===== src/rtl/k12a_skip_sequencer_pkg.sv =====
// Shared types for the k12a skip sequencer: skip-register select codes,
// sequencer FSM states and a small instruction-length helper.
`timescale 1ns/1ps
package k12a_skip_sequencer_pkg;

   // Next-value select for the external skip register
   typedef enum logic [1:0] {
      HOLD        = 2'd0,
      SKIP_SEL_0  = 2'd1,
      CONDITION   = 2'd2,
      CONDITION_N = 2'd3
   } skip_sel_t;

   // Sequencer states
   typedef enum logic [1:0] {
      FETCH   = 2'd0,
      EXECUTE = 2'd1,
      DISCARD = 2'd2
   } seq_state_t;

   // A length code of zero is treated as a one-word instruction
   function automatic logic [1:0] norm_len(input logic [1:0] len);
      return (len == 2'd0) ? 2'd1 : len;
   endfunction

endpackage


===== src/rtl/k12a_skip_sequencer.sv =====
// k12a skip sequencer: fetches instruction words, commits or squashes each
// instruction depending on the registered skip flag, and discards the
// operand words of squashed multi-word instructions.
`timescale 1ns/1ps
module k12a_skip_sequencer
   import k12a_skip_sequencer_pkg::*;
#(
   parameter int CNT_W = 8
) (
   input  logic             cpu_clock,
   input  logic             reset,
   output logic             fetch_req,
   input  logic             word_valid,
   input  logic [1:0]       insn_len,
   input  logic             insn_is_skip,
   input  logic             skip_polarity,
   input  logic             alu_condition,
   input  logic             skip,
   output skip_sel_t        skip_sel,
   output logic             exec_en,
   output logic [CNT_W-1:0] squash_count
);

   localparam logic [CNT_W-1:0] CNT_MAX = {CNT_W{1'b1}};
   localparam logic [CNT_W-1:0] CNT_ONE = {{(CNT_W-1){1'b0}}, 1'b1};

   seq_state_t       state_q, state_d;
   logic [1:0]       rem_q,   rem_d;
   logic [1:0]       len_q,   len_d;
   logic [CNT_W-1:0] cnt_q,   cnt_d;

   // State register: all sequencer state, asynchronously cleared by reset
   always_ff @(posedge cpu_clock or posedge reset) begin
      if (reset) begin
         state_q <= FETCH;
         rem_q   <= 2'd0;
         len_q   <= 2'd1;
         cnt_q   <= {CNT_W{1'b0}};
      end else begin
         state_q <= state_d;
         rem_q   <= rem_d;
         len_q   <= len_d;
         cnt_q   <= cnt_d;
      end
   end

   // Next-state logic: fetch, one-cycle execute/squash, operand discard
   always_comb begin
      state_d = state_q;
      rem_d   = rem_q;
      len_d   = len_q;
      cnt_d   = cnt_q;
      case (state_q)
         FETCH: begin
            if (word_valid) begin
               state_d = EXECUTE;
               len_d   = norm_len(insn_len);
            end else begin
               state_d = FETCH;
            end
         end
         EXECUTE: begin
            if (skip) begin
               // Squash: count it (saturating) and drop any operand words
               cnt_d = (cnt_q == CNT_MAX) ? cnt_q : (cnt_q + CNT_ONE);
               if (len_q > 2'd1) begin
                  state_d = DISCARD;
                  rem_d   = len_q - 2'd1;
               end else begin
                  state_d = FETCH;
               end
            end else begin
               // Operand words of executed instructions belong to the decoder
               state_d = FETCH;
            end
         end
         DISCARD: begin
            if (word_valid) begin
               if (rem_q <= 2'd1) begin
                  state_d = FETCH;
                  rem_d   = 2'd0;
               end else begin
                  rem_d   = rem_q - 2'd1;
               end
            end else begin
               state_d = DISCARD;
            end
         end
         default: begin
            state_d = FETCH;
            rem_d   = 2'd0;
         end
      endcase
   end

   // Output decode: fetch request, commit strobe and skip-register select
   always_comb begin
      fetch_req = 1'b0;
      exec_en   = 1'b0;
      skip_sel  = HOLD;
      case (state_q)
         FETCH: begin
            fetch_req = 1'b1;
         end
         EXECUTE: begin
            if (skip) begin
               // A squashed skip instruction must not re-arm the skip flag
               skip_sel = SKIP_SEL_0;
            end else begin
               exec_en = 1'b1;
               if (insn_is_skip) begin
                  skip_sel = skip_polarity ? CONDITION_N : CONDITION;
               end else begin
                  skip_sel = SKIP_SEL_0;
               end
            end
         end
         DISCARD: begin
            fetch_req = 1'b1;
         end
         default: begin
            fetch_req = 1'b1;
         end
      endcase
   end

   assign squash_count = cnt_q;

endmodule


===== config.mk =====
export PLATFORM = sky130hd
export DESIGN_NAME = k12a_skip_sequencer
export DESIGN_NICKNAME = d
export VERILOG_FILES = /design/src/rtl/k12a_skip_sequencer_pkg.sv /design/src/rtl/k12a_skip_sequencer.sv
export SDC_FILE = /design/constraint.sdc
export NUM_CORES = 1
export LEC_CHECK = 0
export CORE_AREA = 3 3 54 56
export DETAILED_ROUTE_END_ITERATION = 8
export DIE_AREA = 0 0 57 59
export DONT_BUFFER_PORTS = 1
export HOLD_SLACK_MARGIN = 0.08
export MAX_ROUTING_LAYER = met4
export PLACE_DENSITY = 0.54
export REMOVE_ABC_BUFFERS = 1
export SLEW_MARGIN = 10
export SYNTH_ARGS = -nofsm -noshare
export SYNTH_HDL_FRONTEND = slang
export SYNTH_SLANG_ARGS = --single-unit

===== constraint.sdc =====
create_clock -name cpu_clock -period 2 [get_ports cpu_clock]
set_input_delay 0.3 -clock cpu_clock [delete_from_list [all_inputs] [get_ports cpu_clock]]
set_output_delay 0.3 -clock cpu_clock [all_outputs]
set_load 0.05 [all_outputs]

Word-level counts from Yosys, hierarchy flattened
Index checks and enable logic that the tools add are counted.
- logic and storage cells: 42
- register bits: 14
- bits of input ports: 9
- reductions and logical operators: 5
- $add $sub $neg: 3
- muxes and demuxes: 19
- order comparisons: 2
- bitwise operators: 2
- eq/ne operators: 7
- operator list (kind ; number):
    $mux 2 ; 12
    $pmux 2 s3 ; 2
    $add 8x1->8 const B ; 1
    $eq 8x8->1 const B ; 1
    $ne 2x2->1 const B ; 3
    $mux 1 ; 5
    $logic_not 2->1 ; 2
    $reduce_and 4->1 ; 1
    $sub 2x1->2 const B ; 2
    $ne 3x3->1 const B ; 1
    $reduce_and 3->1 ; 1
    $eq 2x1->1 const B ; 1
    $eq 2x2->1 const B ; 1
    $gt 2x1->1 const B ; 1
    $le 2x1->1 const B ; 1
    $not 1->1 ; 2
    $reduce_and 2->1 ; 1

Longest topological paths before layout
Gate-level depths: netlist of run 1.
- depth in word-level cells: 4
- mapped depth: 6
- gate-level depth less buffers: 5

Least setup slack after synthesis of run 1
No wires, ideal clock.
- kind: reg-to-output
- from: register state_q[1]
- to: output port skip_sel[1]
- stages on the path, launching flop included: 6
- setup slack: -0.426 ns
- arrival time: 2.126 ns
- cells stage by stage: dfrtp_1 -> inv_1 -> ha_1 -> buf_4 -> inv_1 -> nor3_1
- word-level cells in the longest chain between the ends: 2
- ends and longest elaborated chain (element ; line ; source):
    start: declaration ; k12a_skip_sequencer.sv:27 ; seq_state_t state_q, state_d;
    start signal: assignment ; k12a_skip_sequencer.sv:40 ; state_q <= state_d;
    $eq 2x1->1 ; k12a_skip_sequencer.sv:101 ; case (state_q)
    $mux 2 ; k12a_skip_sequencer.sv:101 ;
    end: declaration ; k12a_skip_sequencer.sv:19 ; output skip_sel_t skip_sel,
No other way between the ends.

Worst setup path after layout of run 1
Same ends and word-level chain as after synthesis.

==> metrics.md, run 1 <==
| Metric | Value |
|---|---|
| Total grt overflow | `0` |
| Hold Crit Class | `input pin to register` |
| Initial antenna violation count | `0` |
| Ratio of cells with drive above 1 in the final layout | `27.6%` |
| WS Path Type | `register to output pin` |
| 1st-pass router iterations | `3` |
| Unrepaired setup endpoints after global routing | `false` |
| Crit-path slowest cell | `dfrtp_1` |
| Clock-pin slew on the worst setup and hold paths | `~80 ps` |
| Library cells used by synthesis | `32` |
| Largest net degree at the start of global routing | `15` |
| Number of synthesized flops with an enable pin | `0` |
| Gr usage total | `between 10% and 20%` |
| Critical path, cell by cell | `inv_1 > ha_2 > inv_1 > nor3_1 > buf_4` |
| Vias/cell | `roughly 5.1` |
| Tcrit/Tclk final | `between 90% and 100%` |
| H-tree Lvls | `1` |
| Initial DRC count | `11` |
| Core ar. | `2480 um^2` |
| WL final | `approximately 1.7 mm` |
| P per Cell Area | `around 1300 nW/um^2` |
| Num CTS Buffers | `3` |
| Status | `finished, final reports clean` |
| Vias after detailed routing | `648` |
| Post-Syn Area | `~850 um^2` |
| CP Buf/Inv Count | `3` |
| Wire per inst | `13.6 um` |
| Yosys reg bits | `14` |
| Largest cells by area after synthesis | `dfrtp_1, ha_1, mux2_1` |
| Yosys top cell by area | `dfrtp_1` |
| Initial Utilization | `between 30% and 40%` |
| Asr flop ratio synth | `100%` |
| Peak VDD IR | `about 730 uV` |
| Remaining antenna violation count | `0` |
| Fillers | `between 200 and 300` |
| Crit path arrival time | `approximately 1500 ps` |
| Die Y | `between 50 and 60 um` |
| Pre-CTS WS | `~320 ps` |
| Placed cell areas | `972 um^2` |
| Synth top cells by count | `dfrtp_1, inv_1, ha_1, mux2_1, nand2_1` |
| Cells after synthesis | `82` |
| Buffers on Ports | `0` |
| Final worst slack | `approximately 170 ps` |
| RD Place Congestion | `0.778` |
| Endpoints failing hold | `0` |
| # IOs | `21` |
| Fin area | `around 1000 um^2` |
| Max_cap viols | `0` |
| N_diodes | `0` |
| Final setup viols | `0` |
| Share of Yosys cell area claimed by the top area cell type | `around two fifths` |
| Slew margin rel. | `63.1%` |
| Synth warnings | `0` |
| Critical Path RT | `about 1700 ps` |
| Clock Skew | `approximately 4.3 ps` |
| Top delay family on crit path | `flip-flops` |
| Fin. max-slew vios | `0` |
| Synth Flop Type | `dfrtp_1` |
| Root buf cell | `clkbuf_4` |
| Clock tree sinks | `14` |
| Worst setup SP type | `register` |
| Drt drc | `0` |
| LEAKAGE | `between 0.4 and 0.5 nW` |
| Dpl hpwl | `about 1.4 mm` |
| Sequential fraction of the synthesis area | `about two fifths` |
| Final-stage net count | `~110` |
| Most common cell on crit path | `inv_1` |
| Worst Max-Slew Pin Slew | `553 ps` |
| Syn-to-layout area delta | `19.8%` |
| CP peak stage delay | `about 420 ps` |
| Final setup TNS | `0 ps` |
| Global-route wire length before repair | `3.00 mm` |
| Clock Latency Late Sink | `about 280 ps` |
| Crit end category | `output pin` |
| Max Fanout on Critical Path | `6` |
| Fmax | `about 550 MHz` |
| Tmin final | `1830 ps` |
| Clk buf depth | `2` |
| Vias in the first global route | `670` |
| Count leader, synth | `dfrtp_1` |
| Die ar. | `around 3400 um^2` |
| Avg Cell Area, Syn | `10.4 um^2` |
| Std-Cell Rows | `18` |
| CTS tree | `built` |
| Die Wd | `around 57 um` |
stage by stage:
stage / instances / total power (W) / hold WS [ps] / utilization, %
after detailed placement: 123 / 0.00110 / 274 / 39.2
after global routing: 128 / 0.00139 / 108 / 41.2
after global placement: 123 / 0.00108 / 279 / 39.2
after CTS: 128 / 0.00131 / 119 / 41.1
final: 128 / 0.00129 / 131 / 41.2
after floorplan: 80 / 0.000912 / 189 / -
what timing repair did:
item                       4_1_cts  5_1_grt
hold buffers                     1        0
buffers inserted                 0        0
setup endpoints to repair        0        1
resized for setup                0        1
hold endpoints to repair        13        0
layout by cell type (no fill, tap or decap), drive strengths merged, types with 2 or more instances in the layout:
| cell type | count |
|---|---|
| nand3b | 4 |
| ha | 6 |
| nand2 | 6 |
| clkbuf | 4 |
| o21ai | 3 |
| mux2 | 9 |
| nand3 | 4 |
| dfrtp | 13 |
| nor3 | 2 |
| nor2b | 2 |
| nand4 | 3 |
| nand2b | 3 |
| buf | 13 |
| nor2 | 4 |
| inv | 9 |
worst reg2reg max path: stages (launching register included):
cell,delay (ps)
dfrtp_1,420
inv_1,90
ha_2,240
nand4_1,180
nor3_1,250
mux2_1,340
state kept, by name, indices dropped and copies added, names as in the netlist:
signal        flops
state_q           2
len_q             2
squash_count      8
rem_q             2
worst paths after layout:
| kind | cells past startpoint | endpoint | slack, ps | from |
|---|---|---|---|---|
| setup reg to reg | 5 | squash_count[7] | 380 | state_q[1] |
| max in group asynchronous | 2 | len_q[0] | 1130 | reset |
| hold reg to reg | 2 | len_q[0] | 500 | len_q[0] |
| hold / removal | 2 | state_q[0] | 130 | word_valid |
| setup / recovery | 5 | skip_sel[1] | 170 | state_q[1] |
| min in group asynchronous | 2 | state_q[0] | 500 | reset |
kinds of logic (layout without fill, tap and decap cells):
group | Yosys count | in the layout | synth area share (%)
compound gates | 12 | 12 | 11.0
simple gates | 29 | 29 | 19.8
buf+inv | 11 | 27 | 5.73
flops | 14 | 14 | 41.3
fa+ha+maj | 6 | 6 | 8.81
mux | 9 | 9 | 12.3
xor+xnor | 1 | 1 | 1.03
power by group:
part / total [W] / switching (W) / leakage, nW / internal (W)
combinational: 0.000658 / 0.000419 / 0.286 / 0.000238
sequential: 0.000435 / 0.0000647 / 0.179 / 0.000370
clock: 0.000199 / 0.0000885 / 0.0210 / 0.000111
total: 0.00129 / 0.000572 / 0.486 / 0.000719
metal layers:
| metal | GRT usage [%] | wire length, um | share of wire [%] | up-vias |
|---|---|---|---|---|
| met5 | - | 0 | 0 | - |
| met4 | 2.98 | 15 | 0.86 | 0 |
| met3 | 4.79 | 98 | 5.6 | 2 |
| met2 | 19.4 | 827 | 47 | 14 |
| met1 | 14.4 | 804 | 46 | 310 |
| li1 | - | - | - | 322 |
final cells by class:
class                   instances  area [um^2]  share of cell area [%]
inverters                       9         33.8                    3.31
multi-input cells              57          454                    44.5
well taps                      30         37.5                    3.68
repair buffers                 14          108                    10.5
flip-flops and latches         14          352                    34.4
clock buffers                   4         36.3                    3.55
(Power assumes the default switching activity.)
==> run 2, diff against run 1 <==
- REMOVE_ABC_BUFFERS: 1 -> not set
==> run 2 against run 1 <==
  * Final cell count down 0.78%
  * Sequential share of layout area fell by 0.25 points
  * Die area stayed put
  * Highest routed layer unchanged
==> metrics.md, run 2 (synthesized netlist as in run 1, its figures left out) <==
| Metric | Value |
|---|---|
| Endpoints failing hold | `0` |
| Root buf cell | `clkbuf_4` |
| Worst Max-Slew Pin Slew | `around 560 ps` |
| Status | `finished, final reports clean` |
| 1st-pass router iterations | `4` |
| Reg2Reg Launch Point | `state_q[1]` |
| Crit path arrival time | `between 1500 and 2000 ps` |
| Worst setup endpoint | `skip_sel[1]` |
| Worst setup SP type | `register` |
| Unrepaired setup endpoints after global routing | `false` |
| Fin area | `1030 um^2` |
| Fin cells | `127` |
| Ratio of cells with drive above 1 in the final layout | `about 28%` |
| Vias after detailed routing | `631` |
| Final core occ | `about 42%` |
| P per Cell Area | `1270 nW/um^2` |
| Reg2Reg Depth | `5` |
| Remaining antenna violation count | `0` |
| WL final | `1.72 mm` |
| WS Path Type | `register to output pin` |
| Most common cell after layout, fill and taps aside | `dfrtp_1` |
| LEAKAGE | `approximately 0.48 nW` |
| Hold Crit Class | `input pin to register` |
| Vias/cell | `a little under 5` |
| Initial Utilization | `34.4%` |
| Peak VDD IR | `between 600 and 700 uV` |
| Clock-pin slew on the worst setup and hold paths | `~90 ps` |
| Max reg flops | `8` |
| H-tree Lvls | `1` |
| Fin. max-slew vios | `0` |
| RD Place Congestion | `just under 0.8` |
| Dpl hpwl | `~1.3 mm` |
| Slew margin rel. | `62.8%` |
| Std-Cell Rows | `18` |
| Drt drc | `0` |
| Net count after synthesis | `97` |
| Crit end category | `output pin` |
| Die Y | `a little under 60 um` |
| CTS tree | `built` |
| Clock tree sinks | `14` |
| Tcrit/Tclk final | `around 92%` |
| R2r setup slk | `around 300 ps` |
| Final setup viols | `0` |
| Final-stage net count | `between 100 and 150` |
| Placed cell areas | `970 um^2` |
| N_diodes | `0` |
| Hold slack final | `around 130 ps` |
| Max Fanout on Critical Path | `10` |
| Initial antenna violation count | `0` |
| Gr usage total | `roughly an eighth` |
| Die Wd | `~57 um` |
| Max_cap viols | `0` |
| Syn-to-layout area delta | `20.7%` |
| Reg-to-reg critical path endpoint | `squash_count[7]` |
| Tmin final | `roughly 1800 ps` |
| Num CTS Buffers | `3` |
| Fmax | `~540 MHz` |
| Total grt overflow | `0` |
| Buffers on Ports | `0` |
| Largest net degree at the start of global routing | `15` |
| Critical Path RT | `1700 ps` |
| Core ar. | `between 2000 and 2500 um^2` |
| Clock Skew | `approximately 9.3 ps` |
| Clock Latency Late Sink | `about 290 ps` |
| Final setup TNS | `0 ps` |
| Total placed cells including tap cells | `roughly 120` |
| Clk buf depth | `2` |
| CP startpoint | `state_q[1]` |
| Commonest non-fill, non-tap cells in the layout | `dfrtp_1, buf_4, inv_1` |
| Die ar. | `3360 um^2` |
| Global-route wire length before repair | `3.08 mm` |
| Initial DRC count | `19` |
| Wire per inst | `between 10 and 15 um` |
| # IOs | `21` |
| Vias in the first global route | `approximately 660` |
## run 2: changes by cell type in the layout (fill, tap and decap cells not counted)
cell    delta
buf_4      -1
ha_2       -1
ha_4       +1
nor3_1     -1
nor3_2     +1
## run 2: final cells by class
cell class                 instances  area [um^2]
sequential                        14          352
clock buffer                       4         36.3
tap                               30         37.5
inverter                           9         33.8
multi-input combinational         57          469
fill                             242         1450
timing repair buffer              13          100
## run 2: what timing repair did
item / CTS / global route
gates cloned: 0 / 0
gates resized for setup: 1 / 1
hold buffers: 1 / 0
setup endpoints to repair: 1 / 1
hold endpoints to repair: 13 / 0
setup buffers: 0 / 0
## run 2: worst max-delay path: stages (launching register included)
cell and delay (ps):
dfrtp_1 430, inv_1 140, ha_4 220, inv_1 90, nor3_2 170, buf_4 210
## run 2: power by group
group	internal, W	switching [W]	leakage, nW
Clock	0.000111	0.0000959	0.0210
Sequential	0.000370	0.0000677	0.179
Combinational	0.000238	0.000419	0.284
## run 2: layer usage
layer | routed length, um | part of all wire [%] | vias up | global-route usage [%]
li1 | - | - | 321 | -
met2 | 727 | 42 | 21 | 18.3
met3 | 128 | 7.4 | 4 | 5.01
met4 | 15 | 0.87 | 0 | 2.98
met5 | 0 | 0 | - | -
met1 | 847 | 49 | 285 | 16.1
## run 2: worst min-delay path by stage
stage                     startpoint              end  slack, ps  cells past startpoint
after floorplan                reset         len_q[1]        190                      1
after global placement         reset  squash_count[0]        280                      1
after CTS                 word_valid       state_q[0]        120                      2
final                     word_valid       state_q[0]        130                      2
after global routing      word_valid       state_q[0]        110                      2
after detailed placement       reset  squash_count[1]        280                      1
## run 2: stage by stage
step                      setup WS (ps)  power [W]
after global placement              229    0.00107
after CTS                          48.5    0.00131
after floorplan                   -11.1   0.000922
after detailed placement            136    0.00109
after global routing               34.5    0.00140
final                               154    0.00130
==> run 3, diff against run 2 <==
- ABC_AREA: not set -> 0
- PLACE_DENSITY: 0.54 -> not set
- PLACE_DENSITY_LB_ADDON: not set -> 0.1
==> run 3 against run 2 <==
  * Total power decreased by 0.72%
  * Flip-flop and latch count unchanged
  * Via count increased by 2.4%
  * Clock skew decreased by 4.7 ps
  * Die area unchanged
  * Utilization decreased by 0.10 points
  * Final cell count increased by 0.79%
  * Non-clock buffer count increased by 1
  * Critical endpoint unchanged
  * Largest cell class unchanged
  * Largest power group unchanged
==> metrics.md, run 3 (synthesized netlist as in run 1, its figures left out) <==
| Metric | Value |
|---|---|
| Num CTS Buffers | `3` |
| CP Buf/Inv Count | `3` |
| WP depth | `5` |
| Slew margin rel. | `62.9%` |
| Ratio of cells with drive above 1 in the final layout | `about 29%` |
| Initial Utilization | `34.4%` |
| Max Fanout on Critical Path | `7` |
| Crit-path slowest cell | `dfrtp_1` |
| 1st-pass router iterations | `4` |
| Net count after synthesis | `97` |
| Gr busiest metal | `met2` |
| Clock-pin slew on the worst setup and hold paths | `approximately 90 ps` |
| Buffers on Ports | `0` |
| Max reg flops | `8` |
| Internal power | `about 0.0007 W` |
| Worst setup SP type | `register` |
| Most common cell on crit path | `inv_1` |
| CP peak stage delay | `roughly 430 ps` |
| Post-CTS setup buffer count | `0` |
| Unrepaired setup endpoints after global routing | `false` |
| Clk buf depth | `2` |
| Crit path arrival time | `~1500 ps` |
| Met1 usage | `between 10% and 20%` |
| Hold Crit Class | `input pin to register` |
| Critical path, cell by cell | `inv_1 > ha_2 > inv_1 > nor3_2 > buf_4` |
| Initial DRC count | `10` |
| WL final | `1.73 mm` |
| Vias/cell | `about 5.0` |
| Comb power frac | `between 40% and 50%` |
| Status | `finished, final reports clean` |
| Fmax | `about 550 MHz` |
| Remaining antenna violation count | `0` |
| Die ar. | `between 3000 and 4000 um^2` |
| LEAKAGE | `0.487 nW` |
| Clock tree sinks | `14` |
| Overall power | `0.00129 W` |
| Root buf cell | `clkbuf_4` |
| RD Place Congestion | `0.744` |
| Final setup TNS | `0 ps` |
| Core ar. | `2480 um^2` |
| Worst Max-Slew Pin Slew | `around 560 ps` |
| Initial antenna violation count | `0` |
| Clock Latency Late Sink | `about 280 ps` |
| Peak VDD IR | `~810 uV` |
| Crit end category | `output pin` |
| Fin. max-slew vios | `0` |
| P per Cell Area | `approximately 1300 nW/um^2` |
| Hold slack final | `~130 ps` |
| Die Wd | `57 um` |
| N_diodes | `0` |
| Final setup viols | `0` |
| Tcrit/Tclk final | `approximately nine tenths` |
| Gr usage total | `a little under an eighth` |
| Die Y | `a little under 60 um` |
| # IOs | `21` |
| Hold Path Depth | `2` |
| H-tree Lvls | `1` |
| Total grt overflow | `0` |
| Placed cell areas | `approximately 980 um^2` |
| Vias in the first global route | `between 600 and 700` |
| Dpl hpwl | `approximately 1.3 mm` |
| WS Path Type | `register to output pin` |
| Wire per inst | `between 10 and 15 um` |
| Met2 Resource Use GR | `between 20% and 30%` |
| Tmin final | `between 1500 and 2000 ps` |
| Fin area | `about 1000 um^2` |
| Global-route wire length before repair | `2.98 mm` |
| Register share of total power | `about 35%` |
| Syn-to-layout area delta | `20.4%` |
| Sw power | `0.000574 W` |
| Clock Skew | `roughly 4.5 ps` |
| Clock power share | `between 15 and 20%` |
| Max_cap viols | `0` |
| Commonest non-fill, non-tap cells in the layout | `dfrtp_1, buf_4, inv_1` |
| CTS tree | `built` |
| Drt drc | `0` |
| Vias after detailed routing | `~650` |
| Largest net degree at the start of global routing | `15` |
| Met3 GRT Util | `about 5%` |
| Std-Cell Rows | `18` |
| Endpoints failing hold | `0` |
| Sw Ratio | `44.5%` |
| Reg2Reg Depth | `5` |
| Final-stage net count | `114` |
| Top delay family on crit path | `flip-flops` |
| Critical Path RT | `around 1700 ps` |
## run 3: layout make-up
type	instances	area, um^2
well taps	30	37.5
multi-input cells	57	459
flip-flops and latches	14	352
repair buffers	14	108
clock buffers	4	36.3
inverters	9	33.8
fillers	255	1450
## run 3: worst paths after layout
check                      startpoint              end  slack [ps]
max in group asynchronous       reset         len_q[0]        1130
setup reg to reg           state_q[1]         rem_q[0]         320
hold / removal             word_valid       state_q[0]         130
setup / recovery           state_q[1]      skip_sel[1]         180
hold reg to reg              len_q[0]         len_q[0]         500
min in group asynchronous       reset  squash_count[0]         500
## run 3: power groups by stage
stage / Combinational [W] / Sequential (W) / Clock [W]
2_1_floorplan: 0.000313 / 0.000609 / 0
3_3_place_gp: 0.000634 / 0.000452 / 0
3_5_place_dp: 0.000640 / 0.000452 / 0
4_1_cts: 0.000647 / 0.000448 / 0.000219
5_1_grt: 0.000690 / 0.000461 / 0.000236
6_report: 0.000639 / 0.000447 / 0.000206
## run 3: routing by layer
layer	share of wire (%)	vias up
met5	0	-
met4	0.81	0
met3	4.3	2
met2	55	9
met1	40	311
li1	-	324
## run 3: timing repair
action,CTS,global route
setup endpoints to repair,0,1
gates resized for setup,0,1
endpoints found under the hold margin,13,0
hold buffers,1,0
## run 3: stage by stage
stage	worst slack, ps	utilization (%)	cells
2_1_floorplan	-11.1	-	82
3_3_place_gp	307	39.4	123
3_5_place_dp	294	39.4	123
4_1_cts	80.0	41.3	128
5_1_grt	23.6	41.4	128
6_report	176	41.4	128
